<file path="config.mk">
export PLATFORM = sky130hd
export DESIGN_NAME = fp32_compare
export DESIGN_NICKNAME = d
export VERILOG_FILES = /design/src/rtl/fp32_compare.sv
export SDC_FILE = /design/constraint.sdc
export NUM_CORES = 1
export LEC_CHECK = 0
export BUFFER_PORTS_ARGS = -buffer_cell sky130_fd_sc_hd__buf_2
export CORE_ASPECT_RATIO = 0.6
export CORE_UTILIZATION = 45
export CTS_BUF_LIST = sky130_fd_sc_hd__clkbuf_4 sky130_fd_sc_hd__clkbuf_8
export DETAILED_ROUTE_END_ITERATION = 10
export PLACE_DENSITY = 0.85
export SKIP_LAST_GASP = 1
export SYNTH_ARGS = -nofsm -noshare
export SYNTH_HDL_FRONTEND = slang
export SYNTH_SLANG_ARGS = --single-unit
</file>
<file path="constraint.sdc">
create_clock -name clk -period 0.9 [get_ports clk]
set_input_delay 0.09 -clock clk [delete_from_list [all_inputs] [get_ports clk]]
set_output_delay 0.09 -clock clk [all_outputs]
set_load 0.01 [all_outputs]
</file>
<file path="src/rtl/fp32_compare.sv">
// IEEE-754 binary32 order comparator with registered gt/eq/lt/unordered flags.
// Zeros compare equal regardless of sign; subnormals are compared exactly.
module fp32_compare (
   input  logic        clk,
   input  logic        rst_n,
   input  logic        in_valid,
   input  logic [31:0] a,
   input  logic [31:0] b,
   output logic        out_valid,
   output logic        a_gt_b,
   output logic        a_eq_b,
   output logic        a_lt_b,
   output logic        unordered
);

   logic       w_a_sign;
   logic       w_b_sign;
   logic [7:0] w_a_exp;
   logic [7:0] w_b_exp;
   logic [22:0] w_a_frac;
   logic [22:0] w_b_frac;
   logic [30:0] w_a_mag;
   logic [30:0] w_b_mag;

   assign w_a_sign = a[31];
   assign w_b_sign = b[31];
   assign w_a_exp  = a[30:23];
   assign w_b_exp  = b[30:23];
   assign w_a_frac = a[22:0];
   assign w_b_frac = b[22:0];
   assign w_a_mag  = a[30:0];
   assign w_b_mag  = b[30:0];

   logic w_a_nan;
   logic w_b_nan;
   logic w_a_zero;
   logic w_b_zero;

   assign w_a_nan  = (&w_a_exp) & (|w_a_frac);
   assign w_b_nan  = (&w_b_exp) & (|w_b_frac);
   assign w_a_zero = ~|w_a_mag;
   assign w_b_zero = ~|w_b_mag;

   // Biased exponent sits above the fraction, so the raw magnitude
   // field orders correctly as an unsigned integer, Inf included.
   logic w_mag_gt;
   logic w_mag_eq;

   assign w_mag_gt = w_a_mag > w_b_mag;
   assign w_mag_eq = w_a_mag == w_b_mag;

   logic w_gt;
   logic w_eq;
   logic w_lt;
   logic w_un;

   always_comb begin
      w_gt = 1'b0;
      w_eq = 1'b0;
      w_lt = 1'b0;
      w_un = 1'b0;
      if (w_a_nan || w_b_nan) begin
         w_un = 1'b1;
      end else if (w_a_zero && w_b_zero) begin
         w_eq = 1'b1;
      end else if (w_a_sign != w_b_sign) begin
         w_gt = ~w_a_sign;
         w_lt = w_a_sign;
      end else if (w_mag_eq) begin
         w_eq = 1'b1;
      end else if (!w_a_sign) begin
         w_gt = w_mag_gt;
         w_lt = ~w_mag_gt;
      end else begin
         w_gt = ~w_mag_gt;
         w_lt = w_mag_gt;
      end
   end

   logic r_valid;
   logic r_gt;
   logic r_eq;
   logic r_lt;
   logic r_un;

   // Flags only load on accepted operands so idle cycles leave them stable.
   always_ff @(posedge clk or negedge rst_n) begin
      if (!rst_n) begin
         r_valid <= 1'b0;
         r_gt    <= 1'b0;
         r_eq    <= 1'b0;
         r_lt    <= 1'b0;
         r_un    <= 1'b0;
      end else begin
         r_valid <= in_valid;
         if (in_valid) begin
            r_gt <= w_gt;
            r_eq <= w_eq;
            r_lt <= w_lt;
            r_un <= w_un;
         end
      end
   end

   assign out_valid = r_valid;
   assign a_gt_b    = r_gt;
   assign a_eq_b    = r_eq;
   assign a_lt_b    = r_lt;
   assign unordered = r_un;

endmodule

</file>
==> metrics, run 1 <==
Die Wd=roughly 71 um; GRT Overall Usage=83.2%; Clock Path Buffers=2; chip height=43.7 um; main combinational cell family by area after synthesis=adder cells; pin count of the biggest net entering global routing=6; syn nets=269; Worst End Pin Type=sequential cell input; GPL Wtd Cong=about 0.87; TritonCTS buffer count=3; Initial Util=49.5%; Congestion Overflow GR=~180; Synth Area in XOR/XNOR=0.673%; Seq/Total Area, Yosys=9.62%; Syn Area/Cell=7.61 sq um; Unique masters post-synth=37; Post-Synth Simple-Gate Area=29.7%; IO buf count=71; status=aborted with a tool error; GRT worst endpoint=a_gt_b$_DFFE_PN0P_/D; FF+latch count, synth=5; Synth Instances=roughly 170; Ports=between 70 and 80; H-tree depth=1; Root Driver=clkbuf_8; Run Error=[ERROR GRT-0232] Routing congestion too high. Check the congestion heatmap in the GUI.; Failed at=5_1_grt; post-DP HPWL=4100 um; Synth Area in Adders=29.8%; cell area after synthesis=1300 sq um; synth warn=0; post-synthesis mux area share=1.54%; Compound-Gate Fraction of Synth Area=18.6%; FP Rows=14; clk sinks=5
[synth_stat cells]
library cell,n,area (sq um)
inv_1,35,131
ha_1,31,388
nand2_1,13,48.8
a21oi_1,12,60.1
nor4_1,12,75.1
nand4_1,11,68.8
nor2_1,7,26.3
dfrtp_1,5,125
nand3_1,5,25.0
nor3_1,3,15.0
o22ai_1,3,18.8
a211oi_1,2,15.0
mux2i_1,2,20.0
nand3_2,2,20.0
o21a_1,2,15.0
o21ai_0,2,10.0
o21ai_1,2,10.0
o41ai_2,2,32.5
or4_1,2,15.0
a21boi_1,1,7.51
a21o_1,1,7.51
a221oi_2,1,15.0
a2bb2oi_2,1,15.0
and2_1,1,6.26
nand2b_1,1,6.26
nand2b_4,1,13.8
nand3b_1,1,7.51
nor3_2,1,10.0
nor4_2,1,12.5
nor4_4,1,21.3
o211ai_1,1,7.51
o221a_2,1,11.3
o311ai_1,1,8.76
o31ai_1,1,7.51
or2_0,1,6.26
or2b_2,1,8.76
xor2_1,1,8.76
[through the flow]
step	utilization, %	worst slack, ns	area, sq um	instances
after CTS	93.0	-0.708	2440	321
after detailed placement	79.7	-0.971	2090	312
after global placement	79.7	-0.917	2090	312
after floorplan	-	-0.637	1410	171
[cells by family after synthesis]
group           after synthesis
simple gates                 64
compound gates               33
flops                         5
fa+ha+maj                    31
xor+xnor                      1
buf+inv                      35
mux                           2
[metal layers]
metal,GRT overflow,global-route usage (%)
met5,0,9.52
met4,30,90.4
met3,0,48.4
met2,151,124
met1,2,78.1
[what timing repair did]
item,CTS
buffers inserted,5
resized for setup,49
hold endpoints to repair,5
pin swaps,31
hold buffers,1
endpoints found under the setup margin,4
==> run 2, diff against run 1 <==
CORE_ASPECT_RATIO = unset   (was 0.6)
CORE_UTILIZATION = 30   (was 45)
CTS_BUF_LIST = unset   (was sky130_fd_sc_hd__clkbuf_4 sky130_fd_sc_hd__clkbuf_8)
PLACE_DENSITY = unset   (was 0.85)
PLACE_DENSITY_LB_ADDON = 0.15   (was unset)
==> run 2 against run 1 <==
The flow now finishes, with violations (setup timing). Synthesized area stayed put. Synthesized cell count stayed put.
==> metrics, run 2 <==
Seq/Total Area, Yosys=9.62%; DRC=0; clk sinks=5; Synth Instances=171; failing checks=setup timing; DR vias=~1700; diode count=0; Area Overhead vs Synth=102%; worst-margin pin slew=0.339 ns; Die Wd=67.9 um; TritonCTS buffer count=3; top post-synthesis cells by count=inv_1 (35), ha_1 (31), nand2_1 (13), a21oi_1 (12), nor4_1 (12); synth warn=0; Top FF cell, synth=dfrtp_1; fin util=between 60 and 70%; Clock Path Buffers=2; initial antenna violation count=0; DR vias/cell=a little over 5; Crit path largest cell delay=0.38 ns; post-DP HPWL=3720 um; Leakage Power=1.26 nW; RSZ-0062 raised after global routing=true; startpoint types=primary input; Clock Skews=0 ns; Congestion Overflow GR=0; clk slew on worst S/H paths=0.04 ns; Initial Util=31.8%; Final Cell Area=roughly 2600 sq um; CP arrival=between 1.5 and 2 ns; Area contributors post-synth=ha_1 (30%), inv_1 (10%), dfrtp_1 (9.6%); Ports=72; vias in the first global route=1783; Routed Wire Length=4710 um; HP Class=in2reg; Yosys top cell by area=ha_1; die area=4600 sq um; GPL Wtd Cong=a little under 0.9; fillers=353; CP Max Fanout=4; cell area after synthesis=about 1300 sq um; Period minus WS final=1.52 ns; most frequent cells in the layout=buf_2 (54), buf_4 (44), inv_1 (22); Pwr per Cell Area=690 nW/um^2; IO buf count=71; FP Rows=23; chip height=67.9 um; top cell type's share of synthesized area=between 20% and 30%; H-tree depth=1; Cell Area, Placed=2160 sq um; fin crit share=169%; EDFF count, synth=0; Final WS setup=-0.620 ns; FF+latch count, synth=5; most common cell after layout, fill and taps aside=buf_2; Final Hold Vio Count=0; core area=around 4000 sq um; Max-Cap Viols=0; ys async rst share=100%; CTS tree=built; final layout net count=between 300 and 400; Unique masters post-synth=37; Max Slew Vio Count=0; status=finished, violations left; Fin Hold WS=0.125 ns; Setup crit end kind=flip-flop; most common cell in the netlist=inv_1; Crit Path Class=in2reg; syn nets=269; headroom to the max-slew limit=between 70% and 80%; final setup fails=4; drt pass-1 iters=4; GRT Overall Usage=22.2%; Critical Path RT=1.03 ns; Detail Route Antenna Nets=0; setup TNS=-2.01 ns; Initial DRC Count=36; CP max stage cell=nor4_4; share of layout cells above drive strength 1=around three fifths; crit-path cells=buf_2, inv_2, ha_4, nand2_4, nor4_4, nand2_1, buf_6, nand2_2, o22ai_2, o41ai_2; Root Driver=clkbuf_8; worst vdd ir=0.384 mV; pin count of the biggest net entering global routing=6; clk_lat worst skew=0.23 ns; Pwr Total=1.82 mW; Fmax achieved=658 MHz; routed wire length per instance=13.7 um; Syn Area/Cell=7.61 sq um; first-pass GRT wire length=7590 um
==> run 2: cell counts after synthesis <==
No cell type changed its count.
==> run 2: layer usage <==
metal | wire length [um] | up-vias | part of all wire [%] | GRT usage, %
met2 | 2450 | 58 | 52 | 42.5
li1 | - | 879 | - | -
met1 | 1940 | 786 | 41 | 25.1
met3 | 222 | 8 | 4.7 | 2.50
met5 | 0 | - | 0 | 0
met4 | 95 | 0 | 2.0 | 7.03
==> run 2: final cells by class <==
cell class              count  area (sq um)  area share, %
flip-flops and latches      5           125           4.75
repair buffers            119           855           32.4
multi-input cells         131          1390           52.8
clock buffers               4          45.0           1.71
well taps                  50          62.6           2.38
inverters                  35           156           5.94
==> run 2: worst paths after layout <==
kind	slack, ns	startpoint	endpoint	cells after the start
setup / recovery	-0.62	b[24]	a_lt_b	10
hold / removal	0.13	in_valid	out_valid	2
setup reg to reg	0.12	a_gt_b	a_gt_b	2
hold reg to reg	0.48	unordered	unordered	1
max in group asynchronous	0.54	rst_n	a_gt_b	2
min in group asynchronous	0.22	rst_n	unordered	2
==> run 2: repair_timing <==
action                                  in CTS  in global routing
resized for setup                           57                 18
buffers inserted                             2                  1
hold endpoints to repair                     5                  0
gates cloned                                 0                  0
hold buffers                                 1                  0
pin swaps                                   34                 16
endpoints found under the setup margin       4                  4
==> run 2: worst max-delay path: cells and delay by family <==
family,cells,cell delay (ns)
compound gates,2,0.37
buf+inv,3,0.29
simple gates,4,0.64
fa+ha+maj,1,0.27
==> run 2: per-stage QoR <==
step	worst slack [ns]	instances
floorplan	-0.637	171
CTS	-0.615	343
finish	-0.620	344
detailed placement	-1.01	336
global route	-0.723	344
global placement	-0.943	336
==> run 2: cells by family (layout without fill, tap and decap cells) <==
logic type	Yosys count	after routing	synth area share, %
DFF	5	5	9.62
and+or+nand+nor	64	64	29.7
xor gates and xnor gates	1	1	0.673
AOI/OAI and AO/OA	33	33	18.6
adders and majority gates	31	31	29.8
muxes	2	2	1.54
buffers and inverters	35	158	10.1
==> run 2: where the power goes <==
group / switching [mW] / internal, mW / leakage [nW] / total [mW]
Clock: 0.124 / 0.305 / 0.0228 / 0.429
Sequential: 0.00916 / 0.246 / 0.0627 / 0.255
Combinational: 0.504 / 0.629 / 1.17 / 1.13
Total: 0.637 / 1.18 / 1.26 / 1.82
Note: power is estimated with default switching activity, not from simulation.
